--- src/rtl/servo_motion_ctrl_if.sv ---
// Command/status bundle between the two angle requesters and the servo
// motion sequencer. The master side is the requester/observer; the slave
// side is the sequencer, which owns the readies and the driver angle.
interface servo_motion_ctrl_if;
    logic       req0_valid;
    logic [7:0] req0_angle;
    logic       req0_ready;
    logic       req1_valid;
    logic [7:0] req1_angle;
    logic       req1_ready;
    logic [7:0] angle_setting;
    logic       busy;
    logic       done;
    logic       grant_id;

    modport master (
        output req0_valid, req0_angle, req1_valid, req1_angle,
        input  req0_ready, req1_ready, angle_setting, busy, done, grant_id
    );

    modport slave (
        input  req0_valid, req0_angle, req1_valid, req1_angle,
        output req0_ready, req1_ready, angle_setting, busy, done, grant_id
    );
endinterface

--- src/rtl/servo_motion_ctrl.sv ---
// Servo motion sequencer. Arbitrates between the vision tracker (req0) and
// the manual override (req1, higher priority), ramps the driver angle toward
// the granted target by at most STEP degrees per PWM frame, then settles for
// HOLD_FRAMES frames before the tracker may be granted again.
module servo_motion_ctrl #(
    parameter int unsigned FRAME_CYC   = 1_000_001,
    parameter int unsigned STEP        = 2,
    parameter int unsigned ANGLE_MIN   = 1,
    parameter int unsigned ANGLE_MAX   = 179,
    parameter int unsigned INIT_ANGLE  = 90,
    parameter int unsigned HOLD_FRAMES = 5
) (
    input  logic                  clk,
    input  logic                  rst_n,
    servo_motion_ctrl_if.slave    bus
);

    localparam int unsigned CNT_W  = (FRAME_CYC > 1) ? $clog2(FRAME_CYC) : 1;
    localparam int unsigned HOLD_W = $clog2(HOLD_FRAMES + 2);

    localparam logic [CNT_W-1:0]  CNT_LAST  = CNT_W'(FRAME_CYC - 1);
    localparam logic [CNT_W-1:0]  CNT_ONE   = CNT_W'(1);
    localparam logic [HOLD_W-1:0] HOLD_LAST = HOLD_W'(HOLD_FRAMES);
    localparam logic [HOLD_W-1:0] HOLD_ONE  = HOLD_W'(1);
    localparam logic [7:0]        A_MIN     = 8'(ANGLE_MIN);
    localparam logic [7:0]        A_MAX     = 8'(ANGLE_MAX);
    localparam logic [7:0]        A_INIT    = 8'(INIT_ANGLE);
    localparam logic [8:0]        STEP_9    = 9'(STEP);

    typedef enum logic [1:0] {
        ST_IDLE = 2'd0,
        ST_MOVE = 2'd1,
        ST_HOLD = 2'd2
    } state_t;

    state_t             state_q, state_d;
    logic [CNT_W-1:0]   cnt_q, cnt_d;
    logic [7:0]         angle_q, angle_d;
    logic [7:0]         target_q, target_d;
    logic [HOLD_W-1:0]  hold_cnt_q, hold_cnt_d;
    logic               done_q, done_d;
    logic               grant_q, grant_d;

    logic               tick_s;
    logic               req0_ready_s;
    logic               req1_ready_s;
    logic               busy_s;
    logic               acc0_s;
    logic               acc1_s;
    logic               accept_s;
    logic signed [8:0]  diff_s;
    logic [8:0]         mag_s;
    logic [7:0]         step_s;
    logic [7:0]         angle_next_s;
    logic [HOLD_W-1:0]  hold_inc_s;

    // Keep every commanded angle inside the range the driver actually pulses.
    function automatic logic [7:0] clamp_angle(input logic [7:0] a);
        logic [7:0] r;
        if (a < A_MIN) begin
            r = A_MIN;
        end else if (a > A_MAX) begin
            r = A_MAX;
        end else begin
            r = a;
        end
        return r;
    endfunction

    assign tick_s     = (cnt_q == CNT_LAST);
    assign acc0_s     = bus.req0_valid & req0_ready_s;
    assign acc1_s     = bus.req1_valid & req1_ready_s;
    assign accept_s   = acc0_s | acc1_s;
    assign hold_inc_s = hold_cnt_q + HOLD_ONE;

    // Output decode: readies and busy from state; readies held low during reset.
    always_comb begin
        req0_ready_s = 1'b0;
        req1_ready_s = 1'b0;
        busy_s       = 1'b0;
        case (state_q)
            ST_IDLE: begin
                req1_ready_s = 1'b1;
                req0_ready_s = ~bus.req1_valid;
                busy_s       = 1'b0;
            end
            ST_MOVE, ST_HOLD: begin
                req1_ready_s = 1'b1;
                req0_ready_s = 1'b0;
                busy_s       = 1'b1;
            end
            default: begin
                req1_ready_s = 1'b0;
                req0_ready_s = 1'b0;
                busy_s       = 1'b0;
            end
        endcase
        if (!rst_n) begin
            req0_ready_s = 1'b0;
            req1_ready_s = 1'b0;
        end else begin
            req0_ready_s = req0_ready_s;
            req1_ready_s = req1_ready_s;
        end
    end

    // Next-state logic: an override accept always (re)enters MOVE.
    always_comb begin
        state_d = state_q;
        case (state_q)
            ST_IDLE: begin
                if (accept_s) begin
                    state_d = ST_MOVE;
                end else begin
                    state_d = ST_IDLE;
                end
            end
            ST_MOVE: begin
                if (accept_s) begin
                    state_d = ST_MOVE;
                end else if (tick_s && (angle_q == target_q)) begin
                    state_d = ST_HOLD;
                end else begin
                    state_d = ST_MOVE;
                end
            end
            ST_HOLD: begin
                if (accept_s) begin
                    state_d = ST_MOVE;
                end else if (tick_s && (hold_inc_s >= HOLD_LAST)) begin
                    state_d = ST_IDLE;
                end else begin
                    state_d = ST_HOLD;
                end
            end
            default: begin
                state_d = ST_IDLE;
            end
        endcase
    end

    // Bounded step toward target: sign(diff) * min(STEP, |diff|), never overshoots.
    always_comb begin
        diff_s = $signed({1'b0, target_q}) - $signed({1'b0, angle_q});
        if (diff_s < 9'sd0) begin
            mag_s = $unsigned(-diff_s);
        end else begin
            mag_s = $unsigned(diff_s);
        end
        if (mag_s < STEP_9) begin
            step_s = mag_s[7:0];
        end else begin
            step_s = STEP_9[7:0];
        end
        if (diff_s < 9'sd0) begin
            angle_next_s = angle_q - step_s;
        end else begin
            angle_next_s = angle_q + step_s;
        end
    end

    // Free-running frame counter; a grant never restarts it.
    always_comb begin
        if (tick_s) begin
            cnt_d = {CNT_W{1'b0}};
        end else begin
            cnt_d = cnt_q + CNT_ONE;
        end
    end

    // Datapath updates: accept loads target, MOVE steps/arrives on tick, HOLD counts ticks.
    always_comb begin
        angle_d    = angle_q;
        target_d   = target_q;
        grant_d    = grant_q;
        hold_cnt_d = hold_cnt_q;
        done_d     = 1'b0;
        if (accept_s) begin
            grant_d    = acc1_s;
            target_d   = acc1_s ? clamp_angle(bus.req1_angle) : clamp_angle(bus.req0_angle);
            hold_cnt_d = {HOLD_W{1'b0}};
        end else begin
            case (state_q)
                ST_MOVE: begin
                    if (tick_s) begin
                        if (angle_q == target_q) begin
                            done_d     = 1'b1;
                            hold_cnt_d = {HOLD_W{1'b0}};
                        end else begin
                            angle_d = angle_next_s;
                        end
                    end else begin
                        angle_d = angle_q;
                    end
                end
                ST_HOLD: begin
                    if (tick_s) begin
                        hold_cnt_d = hold_inc_s;
                    end else begin
                        hold_cnt_d = hold_cnt_q;
                    end
                end
                default: begin
                    angle_d = angle_q;
                end
            endcase
        end
    end

    // State register.
    always_ff @(posedge clk or negedge rst_n) begin
        if (!rst_n) begin
            state_q <= ST_IDLE;
        end else begin
            state_q <= state_d;
        end
    end

    // Datapath registers; reset snaps the angle back to its parking position.
    always_ff @(posedge clk or negedge rst_n) begin
        if (!rst_n) begin
            cnt_q      <= {CNT_W{1'b0}};
            angle_q    <= A_INIT;
            target_q   <= A_INIT;
            hold_cnt_q <= {HOLD_W{1'b0}};
            done_q     <= 1'b0;
            grant_q    <= 1'b0;
        end else begin
            cnt_q      <= cnt_d;
            angle_q    <= angle_d;
            target_q   <= target_d;
            hold_cnt_q <= hold_cnt_d;
            done_q     <= done_d;
            grant_q    <= grant_d;
        end
    end

    assign bus.req0_ready    = req0_ready_s;
    assign bus.req1_ready    = req1_ready_s;
    assign bus.angle_setting = angle_q;
    assign bus.busy          = busy_s;
    assign bus.done          = done_q;
    assign bus.grant_id      = grant_q;

endmodule

--- src/flat_wrapper.sv ---
// flat-port wrapper written by rule: the top's interface ports become plain ports
module servo_motion_ctrl_flat 
#(
    parameter int unsigned FRAME_CYC   = 1_000_001,
    parameter int unsigned STEP        = 2,
    parameter int unsigned ANGLE_MIN   = 1,
    parameter int unsigned ANGLE_MAX   = 179,
    parameter int unsigned INIT_ANGLE  = 90,
    parameter int unsigned HOLD_FRAMES = 5
)
  (clk, rst_n, bus_req0_valid, bus_req0_angle, bus_req1_valid, bus_req1_angle, bus_req0_ready, bus_req1_ready, bus_angle_setting, bus_busy, bus_done, bus_grant_id);
  servo_motion_ctrl_if bus_i ();
  input  logic clk;
  input  logic rst_n;
  input wire logic [$bits(bus_i.req0_valid)-1:0] bus_req0_valid;
  input wire logic [$bits(bus_i.req0_angle)-1:0] bus_req0_angle;
  input wire logic [$bits(bus_i.req1_valid)-1:0] bus_req1_valid;
  input wire logic [$bits(bus_i.req1_angle)-1:0] bus_req1_angle;
  output wire logic [$bits(bus_i.req0_ready)-1:0] bus_req0_ready;
  output wire logic [$bits(bus_i.req1_ready)-1:0] bus_req1_ready;
  output wire logic [$bits(bus_i.angle_setting)-1:0] bus_angle_setting;
  output wire logic [$bits(bus_i.busy)-1:0] bus_busy;
  output wire logic [$bits(bus_i.done)-1:0] bus_done;
  output wire logic [$bits(bus_i.grant_id)-1:0] bus_grant_id;
  assign bus_i.req0_valid = bus_req0_valid;
  assign bus_i.req0_angle = bus_req0_angle;
  assign bus_i.req1_valid = bus_req1_valid;
  assign bus_i.req1_angle = bus_req1_angle;
  assign bus_req0_ready = bus_i.req0_ready;
  assign bus_req1_ready = bus_i.req1_ready;
  assign bus_angle_setting = bus_i.angle_setting;
  assign bus_busy = bus_i.busy;
  assign bus_done = bus_i.done;
  assign bus_grant_id = bus_i.grant_id;
  servo_motion_ctrl #(.FRAME_CYC(FRAME_CYC), .STEP(STEP), .ANGLE_MIN(ANGLE_MIN), .ANGLE_MAX(ANGLE_MAX), .INIT_ANGLE(INIT_ANGLE), .HOLD_FRAMES(HOLD_FRAMES)) u_core (.clk(clk), .rst_n(rst_n), .bus(bus_i));
endmodule
--- config.mk ---
export PLATFORM = sky130hd
export DESIGN_NAME = servo_motion_ctrl_flat
export DESIGN_NICKNAME = d
export VERILOG_FILES = /design/src/rtl/servo_motion_ctrl_if.sv /design/src/rtl/servo_motion_ctrl.sv /design/src/flat_wrapper.sv
export SDC_FILE = /design/constraint.sdc
export NUM_CORES = 1
export LEC_CHECK = 0
export ABC_AREA = 1
export CORE_MARGIN = 2
export CORE_UTILIZATION = 35
export DETAILED_ROUTE_END_ITERATION = 10
export SYNTH_ARGS = -nofsm -noshare
export SYNTH_HDL_FRONTEND = slang
export SYNTH_SLANG_ARGS = --single-unit
export TNS_END_PERCENT = 100
--- constraint.sdc ---
create_clock -name clk -period 6.85 [get_ports clk]
set_input_delay 0.685 -clock clk [delete_from_list [all_inputs] [get_ports clk]]
set_output_delay 0.685 -clock clk [all_outputs]
set_load 0.02 [all_outputs]
=== Word-level counts from Yosys, hierarchy flattened ===
Index checks and enable logic that the tools add are counted.
Widths: inputs -> output; s select.

* Logic and storage cells: 70
* Output and inout bits: 13
* Register bits after elaboration: 43
* Input bits: 20

* Mux-type cells: 29
* $lt $le $gt $ge: 7
* Equality and inequality tests: 7
* Reduce and logical (&&, ||, !) cells: 8
* Add/sub/neg operators: 6
* Bitwise gates (word level): 6

{| class="wikitable"
|+ Operators with widths
! kind !! count
|-
| $mux 8 || 7
|-
| $add 20x1->20 const B || 1
|-
| $eq 20x20->1 const B || 1
|-
| $mux 20 || 1
|-
| $gt 8x8->1 const B || 2
|-
| $lt 8x1->1 const B || 2
|-
| $mux 3 || 4
|-
| $mux 1 || 10
|-
| $lt 9x1->1 const B || 1
|-
| $lt 9x2->1 const B || 1
|-
| $mux 9 || 1
|-
| $ne 3x1->1 const B || 3
|-
| $neg 9->9 || 1
|-
| $sub 8x8->9 || 1
|-
| $add 8x8->8 || 1
|-
| $eq 8x8->1 || 1
|-
| $mux 2 || 4
|-
| $reduce_and 4->1 || 2
|-
| $sub 8x8->8 || 1
|-
| $pmux 2 s3 || 1
|-
| $pmux 3 s2 || 1
|-
| $add 3x1->3 const B || 1
|-
| $ge 3x3->1 const B || 1
|-
| $not 1->1 || 3
|-
| other kinds (9) || 11
|}

=== Depth between registers and ports, before layout ===
* Depth in word-level cells: 8
* Depth in mapped cells: 35
* Mapped depth without buffers: 35

=== Worst setup path before layout ===
OpenSTA, ideal clock, no wires.

* Kind: reg-to-reg
* Start: register u_core.angle_q[1] (netlist: u_core.bus.angle_setting[1])
* End: register u_core.angle_q[7] (netlist: u_core.bus.angle_setting[7])
* Cell stages (with the launch flop): 34
* Setup slack: 2.624 ns
* Arrival time: 4.109 ns
* Path buffers: 0
* Path through: dfstp_2 > inv_1 > fa_1 > inv_1 > ha_1 > inv_1 > nor2_1 > inv_1 > nand2_1 > nand2_1 > nand2_1 > nand2_1 > nor2_1 > nand2_1 > nor2_2 > nand2_1 > nor2_1 > inv_1 > ha_1 > or2_2 > ha_1 > a21oi_1 > nand2_1 > nand2_1 > nand2_1 > a21oi_1 > or2_2 > nand2_1 > a21oi_1 > inv_1 > nand2_1 > nand3_1 > nand2_1 > nand2_1

* Word-level cells in the longest chain between the ends: 7

{| class="wikitable"
|+ RTL lines
! what !! line !! text
|-
| start, declared || servo_motion_ctrl.sv:38 || <nowiki>logic [7:0] angle_q, angle_d;</nowiki>
|-
| start signal, assigned || servo_motion_ctrl.sv:230 || <nowiki>angle_q <= angle_d;</nowiki>
|-
| $sub 8x8->9 || servo_motion_ctrl.sv:144 || <nowiki>diff_s = $signed({1'b0, target_q}) - $signed({1'b0, angle_q});</nowiki>
|-
| $neg 9->9 or $lt 9x1->1 (tied branches) || servo_motion_ctrl.sv:146, servo_motion_ctrl.sv:145, servo_motion_ctrl.sv:155 ||
|-
| $mux 9 || servo_motion_ctrl.sv:145 || <nowiki>if (diff_s < 9'sd0) begin</nowiki>
|-
| $lt 9x2->1 || servo_motion_ctrl.sv:150 || <nowiki>if (mag_s < STEP_9) begin</nowiki>
|-
| $mux 8 || servo_motion_ctrl.sv:150 ||
|-
| $add 8x8->8 or $sub 8x8->8 (tied branches) || servo_motion_ctrl.sv:158, servo_motion_ctrl.sv:156 ||
|-
| $mux 8 || servo_motion_ctrl.sv:155 || <nowiki>if (diff_s < 9'sd0) begin</nowiki>
|}

Parallel ways exist; a longest one is shown, timed or not.
A chain may end at the register's enable or synchronous reset.

=== Worst setup path after layout ===
Same ends and word-level chain as after synthesis.

==> results_tabular.tex <==
\begin{tabular}{lr}
\hline
Metric & Value \\
\hline
\multicolumn{2}{l}{\textbf{STA}} \\
\quad Slew margin rel. & roughly 57\% \\
\quad Post-route setup TNS & 0 ns \\
\quad RSZ-0062 raised after global routing & false \\
\quad Worst Max-Slew Pin Slew & approximately 0.64 ns \\
\quad Hold Vio Cnt, Final & 0 \\
\quad Tmin final & between 4 and 5 ns \\
\quad Number of failing setup endpoints in the final timing report & 0 \\
\quad Achievable frequency & around 220 MHz \\
\quad Final Max Tran Viols & 0 \\
\quad Ratio of final minimum period to clock period & 66.7\% \\
\quad Maximum clock skew at final layout & about 0.006 ns \\
\multicolumn{2}{l}{\textbf{Worst setup path}} \\
\quad Beginning of the critical path & u\_core.bus.angle\_setting[1] \\
\quad CP dominant cell by count & nand2\_1 \\
\quad Slowest stage cell on the critical path & dfstp\_2 \\
\quad Critical Path RT & 7.05 ns \\
\quad FF-to-FF setup slack & approximately 2.3 ns \\
\quad Depth of the worst register-to-register path & 32 \\
\quad Crit path kind & reg2reg \\
\quad Element type at the critical path start & flip-flop \\
\quad Startpoint of the lowest-slack register-to-register path & u\_core.bus.angle\_setting[1] \\
\quad Largest delay share family, worst path & simple AND/OR/NAND/NOR gates \\
\quad Crit path capture type & flip-flop \\
\quad Critical Path Stages & 32 \\
\quad Largest incremental delay on the critical path & around 0.58 ns \\
\quad CP Buf/Inv Count & 3 \\
\quad Reg-to-reg critical path endpoint & u\_core.bus.angle\_setting[7] \\
\quad Biggest fanout along the worst timing path & 13 \\
\quad Endpoint arrival time on the critical path & about 4.8 ns \\
\multicolumn{2}{l}{\textbf{Synthesis}} \\
\quad Synthesized-area fraction occupied by and/or/nand/nor cells & a little under a third \\
\quad Part of the Yosys area used for sequential elements & between 30\% and 40\% \\
\quad Dominant combinational cell family by area after synthesis & simple AND/OR/NAND/NOR gates \\
\quad Fraction of the mapped netlist area in compound gates & between 10\% and 20\% \\
\quad Post-synth ARST share & 100\% \\
\quad Xor and xnor area share after synthesis & between 1.5 and 2\% \\
\quad Share of synthesized cell area in full adder, half adder and majority cells & roughly 11\% \\
\quad Warnings, synthesis & 0 \\
\quad Number of synthesized register bits & 43 \\
\quad Mapped cell area & $\sim$0.0033 mm² \\
\quad Total nets after synthesis & approximately 500 \\
\quad EDFF count, synth & 0 \\
\quad Share of the synthesized area in the top cell type & 26.7\% \\
\quad Ranking of synthesized cells by instance count & nand2\_1, inv\_1, nand3\_1, nor2\_1, dfrtp\_1 \\
\quad Dominant cells by area after synthesis & dfrtp\_1, nand2\_1, inv\_1 \\
\quad Mux share of post-synthesis cell area & 0\% \\
\quad Synth area leader & dfrtp\_1 \\
\quad Mean cell area of the mapped netlist & between 7 and 8 µm² \\
\quad Dominant cell by count in the synthesized netlist & nand2\_1 \\
\quad Library cells used by synthesis & 42 \\
\quad Post-synthesis cell count & between 400 and 500 \\
\quad Post-synth top flop & dfrtp\_1 \\
\multicolumn{2}{l}{\textbf{Global routing}} \\
\quad Total track usage & about 16\% \\
\quad Number of antenna violations at the first check in global routing & 0 \\
\quad Overflow left after global routing & 0 \\
\quad Number of global-route vias before repair & about 3000 \\
\quad Maximum number of pins on one net before global-route repair & 45 \\
\quad Wire length of the first global-routing pass & $\sim$13000 µm \\
\multicolumn{2}{l}{\textbf{Clock tree}} \\
\quad Hold-fix buffers at CTS & 0 \\
\quad Clock tree from TritonCTS & yes \\
\quad Inserted Clock Buffers & 5 \\
\quad Clock H-tree levels & 2 \\
\quad Reg clk slew, reported paths & 0.09 ns \\
\quad Buffer depth of the longest clock path & 2 \\
\quad Library cell used as clock root buffer & clkbuf\_8 \\
\quad Clock sinks & between 40 and 50 \\
\quad Resized Gates After CTS & 0 \\
\quad Post-CTS Setup Bufs & 0 \\
\quad Source-to-sink clock delay at the later pin of the worst-skew pair & around 0.31 ns \\
\multicolumn{2}{l}{\textbf{Drt}} \\
\quad Iteration-0 DRC Markers & 86 \\
\quad Via-to-Cell Ratio & between 4 and 5 \\
\quad Number of remaining DRC errors & 0 \\
\quad Routed WL per cell & between 10 and 15 µm \\
\quad Pre-Repair DR Iteration Count & 4 \\
\quad Via count of the routed design & between 2000 and 3000 \\
\quad Sum of routed wire length over all layers & about 7500 µm \\
\quad Remaining number of nets flagged by the antenna check after routing & 0 \\
\multicolumn{2}{l}{\textbf{Floorplan}} \\
\quad Site Rows & 35 \\
\quad IO Pins & 33 \\
\quad Die width & approximately 100 µm \\
\quad Floorplan die area & between 0.01 and 0.015 mm² \\
\quad Initial cell density of the core & between 30\% and 40\% \\
\quad Vertical die dimension & approximately 100 µm \\
\quad Core Region & 0.00915 mm² \\
\multicolumn{2}{l}{\textbf{Placement}} \\
\quad Number of port buffers & 32 \\
\quad DPL Wire Length & $\sim$6000 µm \\
\quad Global placement routability congestion & approximately 0.87 \\
\multicolumn{2}{l}{\textbf{Hold path}} \\
\quad Hold WC Path Type & in2async \\
\multicolumn{2}{l}{\textbf{Pwr}} \\
\quad Power density relative to cell area & between 150 and 200 mW/mm² \\
\quad Maximum resistive drop on vdd & roughly 80 µV \\
\quad P\_leak & between 1.5 and 2 nW \\
\quad Final Power & between 0.0007 and 0.0008 W \\
\multicolumn{2}{l}{\textbf{Final layout}} \\
\quad Count of nets after finishing & about 540 \\
\quad Final Util & about two fifths \\
\quad Number of diodes & 0 \\
\quad Proportion of layout cells with a drive suffix above 1 & 8.85\% \\
\quad Area growth from synthesis to final layout & 16.5\% \\
\multicolumn{2}{l}{\textbf{Status}} \\
\quad Outcome & complete, no violations \\
\multicolumn{2}{l}{\textbf{Flow run}} \\
\quad Number of max-cap violations & 0 \\
\hline
\end{tabular}
-- worst reg2reg max path, delay by kind of cell, from the launching register on --
family	cells	cell delay, ns
adder cells (fa/ha/maj)	3	1.01
buffers and inverters	3	0.22
AND/OR/NAND/NOR	23	2.20
AO/OA/AOI/OAI	3	0.45
flip-flops	1	0.58
-- cell families (layout without fill, tap and decap cells) --
kind of cell,Yosys count,in the layout
adder cells (fa/ha/maj),27,27
flip-flops,43,43
AO/OA/AOI/OAI,66,66
AND/OR/NAND/NOR,221,221
XOR/XNOR,7,7
buffers and inverters,97,133
-- power breakdown --
group | internal [W] | leakage (nW) | switching [W]
registers | 0.000267 | 0.534 | 0.00000769
logic | 0.0000932 | 1.33 | 0.000145
clock network | 0.000110 | 0.0548 | 0.0000991
-- registers in the layout, summed over array words and instances (netlist names) --
signal,cells
u_core.bus.angle_setting,8
u_core.bus.done,1
u_core.bus.grant_id,1
u_core.cnt_q,20
u_core.hold_cnt_q,3
u_core.state_q,2
u_core.target_q,8
-- final cells by class --
type	count	area (µm²)
flip-flops and latches	43	1090
well taps	111	139
fillers	949	5330
repair buffers	33	323
inverters	92	345
clock buffers	5	68.8
clock inverters	3	46.3
multi-input cells	321	1810
-- metal layers --
layer  GRT usage, %  wire (µm)
met3           3.33        210
met4           3.58         85
met2           28.1       3630
met5              0          0
met1           20.9       3600
-- stage by stage --
step           hold WS, ns  setup WS (ns)  area (µm²)  instances
2_1_floorplan        0.389           2.62        3280        461
3_3_place_gp         0.483           2.44        3700        600
3_5_place_dp         0.486           2.31        3700        600
4_1_cts              0.462           2.29        3820        608
5_1_grt              0.501           1.77        3820        608
6_report             0.441           2.28        3820        608
-- how the worst max path moves through the flow --
stage / endpoint
floorplan: u_core.bus.angle_setting[7]
global placement: u_core.bus.angle_setting[7]
detailed placement: u_core.bus.angle_setting[7]
CTS: u_core.bus.angle_setting[7]
global route: u_core.bus.angle_setting[7]
finish: u_core.bus.angle_setting[7]
-- placed cells by master, fill, tap and decap left out, drive strengths merged, types with 2 or more instances in the layout --
master | Yosys | final
nand2 | 101 | 101
nand3 | 43 | 43
dfstp | 8 | 8
nor4 | 7 | 7
clkdlybuf4s50 | 0 | 31
a31oi | 8 | 8
or2 | 5 | 5
ha | 25 | 25
a21oi | 22 | 22
dfrtp | 35 | 35
xor2 | 4 | 4
o21a | 3 | 3
inv | 92 | 93
nand4 | 10 | 10
nor3 | 11 | 11
buf | 4 | 2
xnor2 | 3 | 3
clkbuf | 1 | 5
fa | 2 | 2
o21ai | 25 | 25
nor2 | 43 | 43
(Power assumes the default switching activity.)
